## src/rtl/hex_display_mux.sv

```systemverilog
// Time-multiplexed driver for NUM_DIGITS common-anode 7-segment digits with
// blanking dead time, PWM brightness, leading-zero suppression and frame-synchronous loading.
module hex_display_mux #(
    parameter int NUM_DIGITS   = 4,
    parameter int DIGIT_CYCLES = 4096,
    parameter int BLANK_CYCLES = 64,
    parameter int BRIGHT_W     = 4
) (
    input  logic                    clk,
    input  logic                    rst,
    input  logic [4*NUM_DIGITS-1:0] i_data,
    input  logic [NUM_DIGITS-1:0]   i_dot_mask,
    input  logic [NUM_DIGITS-1:0]   i_digit_en,
    input  logic                    i_load,
    input  logic                    i_lz_blank,
    input  logic [BRIGHT_W-1:0]     i_brightness,
    output logic [NUM_DIGITS-1:0]   o_anodes,
    output logic [7:0]              o_segments,
    output logic                    o_frame_done
);

    localparam int CNT_W = $clog2(DIGIT_CYCLES);
    localparam int IDX_W = $clog2(NUM_DIGITS);

    function automatic logic [6:0] seg_decode(input logic [3:0] nib);
        case (nib)
            4'h0: seg_decode = 7'b1111110;
            4'h1: seg_decode = 7'b0110000;
            4'h2: seg_decode = 7'b1101101;
            4'h3: seg_decode = 7'b1111001;
            4'h4: seg_decode = 7'b0110011;
            4'h5: seg_decode = 7'b1011011;
            4'h6: seg_decode = 7'b1011111;
            4'h7: seg_decode = 7'b1110000;
            4'h8: seg_decode = 7'b1111111;
            4'h9: seg_decode = 7'b1111011;
            4'hA: seg_decode = 7'b1110111;
            4'hB: seg_decode = 7'b0011111;
            4'hC: seg_decode = 7'b1001110;
            4'hD: seg_decode = 7'b0111101;
            4'hE: seg_decode = 7'b1001111;
            default: seg_decode = 7'b1000111;
        endcase
    endfunction

    logic [CNT_W-1:0]        cnt_p0;
    logic [IDX_W-1:0]        idx_p0;
    logic                    boundary_p0;
    logic [4*NUM_DIGITS-1:0] pend_data, act_data;
    logic [NUM_DIGITS-1:0]   pend_dots, pend_en, act_dots, act_en;
    logic                    pend_flag;
    logic [3:0]              nib_p0;
    logic                    en_p0, dot_p0, tail_zero_p0, blanked_p0, lit_p0;

    assign boundary_p0 = (cnt_p0 == CNT_W'(DIGIT_CYCLES - 1)) &&
                         (idx_p0 == IDX_W'(NUM_DIGITS - 1));

    always_ff @(posedge clk) begin
        if (rst) begin
            cnt_p0 <= '0;
            idx_p0 <= '0;
        end else if (cnt_p0 == CNT_W'(DIGIT_CYCLES - 1)) begin
            cnt_p0 <= '0;
            idx_p0 <= (idx_p0 == IDX_W'(NUM_DIGITS - 1)) ? '0 : idx_p0 + 1'b1;
        end else begin
            cnt_p0 <= cnt_p0 + 1'b1;
        end
    end

    // A load landing on the boundary cycle must survive as pending, so it is assigned last.
    always_ff @(posedge clk) begin
        if (rst) begin
            pend_flag <= 1'b0;
            act_data  <= '0;
            act_dots  <= '0;
            act_en    <= '1;
        end else begin
            if (boundary_p0 && pend_flag) begin
                act_data  <= pend_data;
                act_dots  <= pend_dots;
                act_en    <= pend_en;
                pend_flag <= 1'b0;
            end
            if (i_load) pend_flag <= 1'b1;
        end
    end

    always_ff @(posedge clk) begin
        if (i_load) begin
            pend_data <= i_data;
            pend_dots <= i_dot_mask;
            pend_en   <= i_digit_en;
        end
    end

    always_comb begin
        nib_p0       = 4'h0;
        en_p0        = 1'b0;
        dot_p0       = 1'b0;
        tail_zero_p0 = 1'b1;
        for (int k = 0; k < NUM_DIGITS; k++) begin
            if (idx_p0 == IDX_W'(k)) begin
                nib_p0 = act_data[4*k +: 4];
                en_p0  = act_en[k];
                dot_p0 = act_dots[k];
            end
            if ((IDX_W'(k) >= idx_p0) && (act_data[4*k +: 4] != 4'h0))
                tail_zero_p0 = 1'b0;
        end
        blanked_p0 = i_lz_blank && (idx_p0 != '0) && tail_zero_p0;
        lit_p0     = (cnt_p0 >= CNT_W'(BLANK_CYCLES)) &&
                     (cnt_p0[BRIGHT_W-1:0] <= i_brightness) &&
                     en_p0 && !(blanked_p0 && !dot_p0);
    end

    // Stage p0 -> pins: every output registered together
    always_ff @(posedge clk) begin
        if (rst) begin
            o_anodes     <= '1;
            o_segments   <= '0;
            o_frame_done <= 1'b0;
        end else begin
            o_frame_done <= boundary_p0;
            if (lit_p0) begin
                o_anodes   <= ~({{(NUM_DIGITS-1){1'b0}}, 1'b1} << idx_p0);
                o_segments <= {(blanked_p0 ? 7'b0 : seg_decode(nib_p0)), dot_p0};
            end else begin
                o_anodes   <= '1;
                o_segments <= '0;
            end
        end
    end

endmodule

```

## config.mk

```make
export PLATFORM = sky130hd
export DESIGN_NAME = hex_display_mux
export DESIGN_NICKNAME = d
export VERILOG_FILES = /design/src/rtl/hex_display_mux.sv
export SDC_FILE = /design/constraint.sdc
export NUM_CORES = 1
export LEC_CHECK = 0
export ABC_AREA = 1
export BUFFER_PORTS_ARGS = -buffer_cell sky130_fd_sc_hd__buf_2
export CORE_MARGIN = 4
export CORE_UTILIZATION = 61
export DETAILED_ROUTE_END_ITERATION = 10
export PLACE_DENSITY = 0.85
export RECOVER_POWER = 50
export SYNTH_ARGS = -nofsm -noshare
export SYNTH_HDL_FRONTEND = slang
export SYNTH_SLANG_ARGS = --single-unit
```

## constraint.sdc

```tcl
create_clock -name clk -period 6.4 [get_ports clk]
set_clock_uncertainty 0.05 [all_clocks]
set_input_delay 0.64 -clock clk [delete_from_list [all_inputs] [get_ports clk]]
set_output_delay 0.64 -clock clk [all_outputs]
set_load 0.02 [all_outputs]
```

==> flow_metrics.tcl <==
set metrics [dict create \
    grt-ovfl-total 0 \
    critPathMaxStageDelay_ns 0.66 \
    finalHoldViolCount 0 \
    crit_family "buffers and inverters" \
    dieWidth_um 83.1 \
    clkTransAtPathRegs_ns 0.08 \
    netlist_instances 394 \
    drv_slew 0 \
    remaining_drc_errors 0 \
    yosys_warnings 0 \
    crit_top_cell "inv_1" \
    rsz0062_at_grt "no" \
    use_met3_pct 5.56 \
    min_period_over_period_pct 44.0 \
    cp_max_fo 34 \
    area_delta_synth_final_pct 11.8 \
    power.density_mw_per_mm2 235 \
    portBuffers 44 \
    avgSynthCellArea_um2 8.74 \
    setup_slack_ns 3.58 \
    hold_buffers 0 \
    tightest_slew_ns 1.20 \
    cts_resized 0 \
    met1_usage_pct 25.3 \
    fp.dieH_um 83.1 \
    clock_path_buffers 2 \
    cts_tree "built" \
    final_core_util_pct 69.9 \
    hold_path_class "input pin to flop" \
    setup_violations 0 \
    dp_hpwl_mm 4.51 \
    start_kind "flop" \
    critical_path_class "flop to flop" \
    ys_seq_elements 76 \
    clock.fmax_ghz 0.355 \
    grt_max_degree 35 \
    htreeDepth 3 \
    worstSkewPairLatency_ns 0.35 \
    place_congestion 0.896 \
    syn_nets 444 \
    yosysSeqAreaShare_pct 51.1 \
    via_count 2740 \
    grt_pass1_vias 2554 \
    routed_wirelength_mm 6.58 \
    rows 27 \
    maxCapViolCount 0 \
    crit_path_end_kind "flop" \
    die_area_mm2 0.00691 \
    ys_types 31 \
    syn-cell-area_mm2 0.00344 \
    maxSlewHeadroom_pct 19.8 \
    worst-path-buf-inv 4 \
    grt-busiest-layer "met2" \
    total_leakage_power_nw 1.59 \
    cp_cell_sequence "ha_1 > buf_4 > inv_1 > o21ai_0 > inv_1 > ha_1 > inv_1 > nor2_1 > nand2_1 > nand2_1 > nor2_1" \
    core_area_mm2 0.00551 \
    critical_path_required_ns 6.59 \
    io_pins 45 \
    cts_buffers 9 \
    vdd_drop_max_uv 172 \
    diodes 0 \
    wl_per_cell_um 12.9 \
    start_util_pct 62.6 \
    fin_tns_setup_ns 0 \
    root_buffer "clkbuf_8" \
    grt_util_met2_pct 33.0 \
    pre_cts_ws_ns 3.68 \
    grt_pass1_wl_mm 11.5 \
    crit_arrival_ns 3.00 \
    drt_pass1_iterations 4 \
    outcome "finished clean" \
    total_power_mw 0.906 \
    clock-sinks 76 \
    antenna_found_initial 0 \
    finalNetCount 483 \
    critPathSlowestCell "o21ai_0" \
    viasPerCell 5.37 \
    fin_crit_ns 2.82 \
    drive_above_1_share_pct 16.0 \
    initialDrtViolationCount 182 \
    post_cts_buffers 0 \
    final_antenna_net_count 0 \
    track_usage_pct 20.5 \
]
-- metrics by stage --
stage	cells	hold slack, ns	instance area [µm²]
CTS	510	0.390	3860
floorplan	394	0.374	3440
global route	510	0.380	3850
detailed placement	494	0.407	3660
finish	510	0.411	3850
global placement	494	0.395	3660
-- power breakdown --
group | internal [mW] | switching (mW) | total, mW
logic | 0.0112 | 0.0146 | 0.0258
clock network | 0.181 | 0.179 | 0.359
registers | 0.512 | 0.00852 | 0.521
-- final timing paths --
kind / from / to / slack [ns] / cells after the start
worst min-delay path: i_data[5] / pend_data[5]$_DFFE_PP_ / 0.41 / 1
worst max-delay path: idx_p0[0]$_SDFFE_PP0N_ / o_segments[6]$_SDFF_PP0_ / 3.58 / 11
worst min register to register: act_data[2]$_SDFFE_PP0P_ / act_data[2]$_SDFFE_PP0P_ / 0.42 / 2
worst max register to register: idx_p0[0]$_SDFFE_PP0N_ / o_segments[6]$_SDFF_PP0_ / 3.58 / 11
-- registers in the layout, summed over array words and instances, names as in the netlist --
name	flops
pend_dots	4
idx_p0	2
o_frame_done	1
pend_en	4
o_anodes	4
cnt_p0	12
act_en	4
pend_flag	1
o_segments	8
pend_data	16
act_data	16
act_dots	4
-- Yosys cell counts --
master | count | area [µm²]
nand2_1 | 78 | 293
dfxtp_1 | 52 | 1040
a21oi_1 | 43 | 215
nor2_1 | 33 | 124
inv_1 | 32 | 120
nand3_1 | 31 | 155
nand4_1 | 26 | 163
edfxtp_1 | 24 | 721
ha_1 | 18 | 225
o21ai_0 | 12 | 60.1
clkbuf_1 | 7 | 26.3
nor3_1 | 5 | 25.0
buf_6 | 4 | 45.0
nand2_2 | 4 | 25.0
buf_2 | 3 | 15.0
inv_2 | 2 | 7.51
nand3_4 | 2 | 35.0
nor2_2 | 2 | 12.5
nor2_4 | 2 | 22.5
o21ai_1 | 2 | 10.0
xor2_1 | 2 | 17.5
a21oi_2 | 1 | 8.76
buf_1 | 1 | 3.75
buf_4 | 1 | 7.51
clkbuf_2 | 1 | 5.00
nand2_4 | 1 | 11.3
nand3b_1 | 1 | 7.51
nor2_8 | 1 | 20.0
nor3_2 | 1 | 10.0
nor4_1 | 1 | 6.26
or2_0 | 1 | 6.26
-- area by class of cell --
cell class	instances	area (µm²)
clock buffer	9	124
multi-input combinational	267	1450
tap	72	90.1
inverter	34	128
sequential	76	1760
fill	428	1660
clock inverter	7	75.1
timing repair buffer	45	219
-- cells by family after synthesis --
kind of cell / count (synthesis) / share of synthesized area (%)
flip-flops: 76 / 51.1
adder cells (fa/ha/maj): 18 / 6.54
XOR/XNOR: 2 / 0.509
buffers and inverters: 51 / 6.68
AO/OA/AOI/OAI: 58 / 8.54
AND/OR/NAND/NOR: 189 / 26.6
-- routing by layer --
metal	wire, µm	vias to the layer above
met3	339	19
met5	0	-
li1	-	1409
met4	191	0
met2	3080	80
met1	2970	1232
-- cells in the final DEF, fill, tap and decap left out, drive strengths merged --
master,instances
a21oi,44
nor4,1
nor3,6
edfxtp,24
o21ai,14
buf,38
clkinv,2
or2,1
nor2,38
nand4,26
clkinvlp,3
xor2,2
clkbuf,16
nand2,83
nand3b,1
ha,18
dfxtp,52
bufinv,1
nand3,33
inv,35
Power figures use the tool's default switching activity.
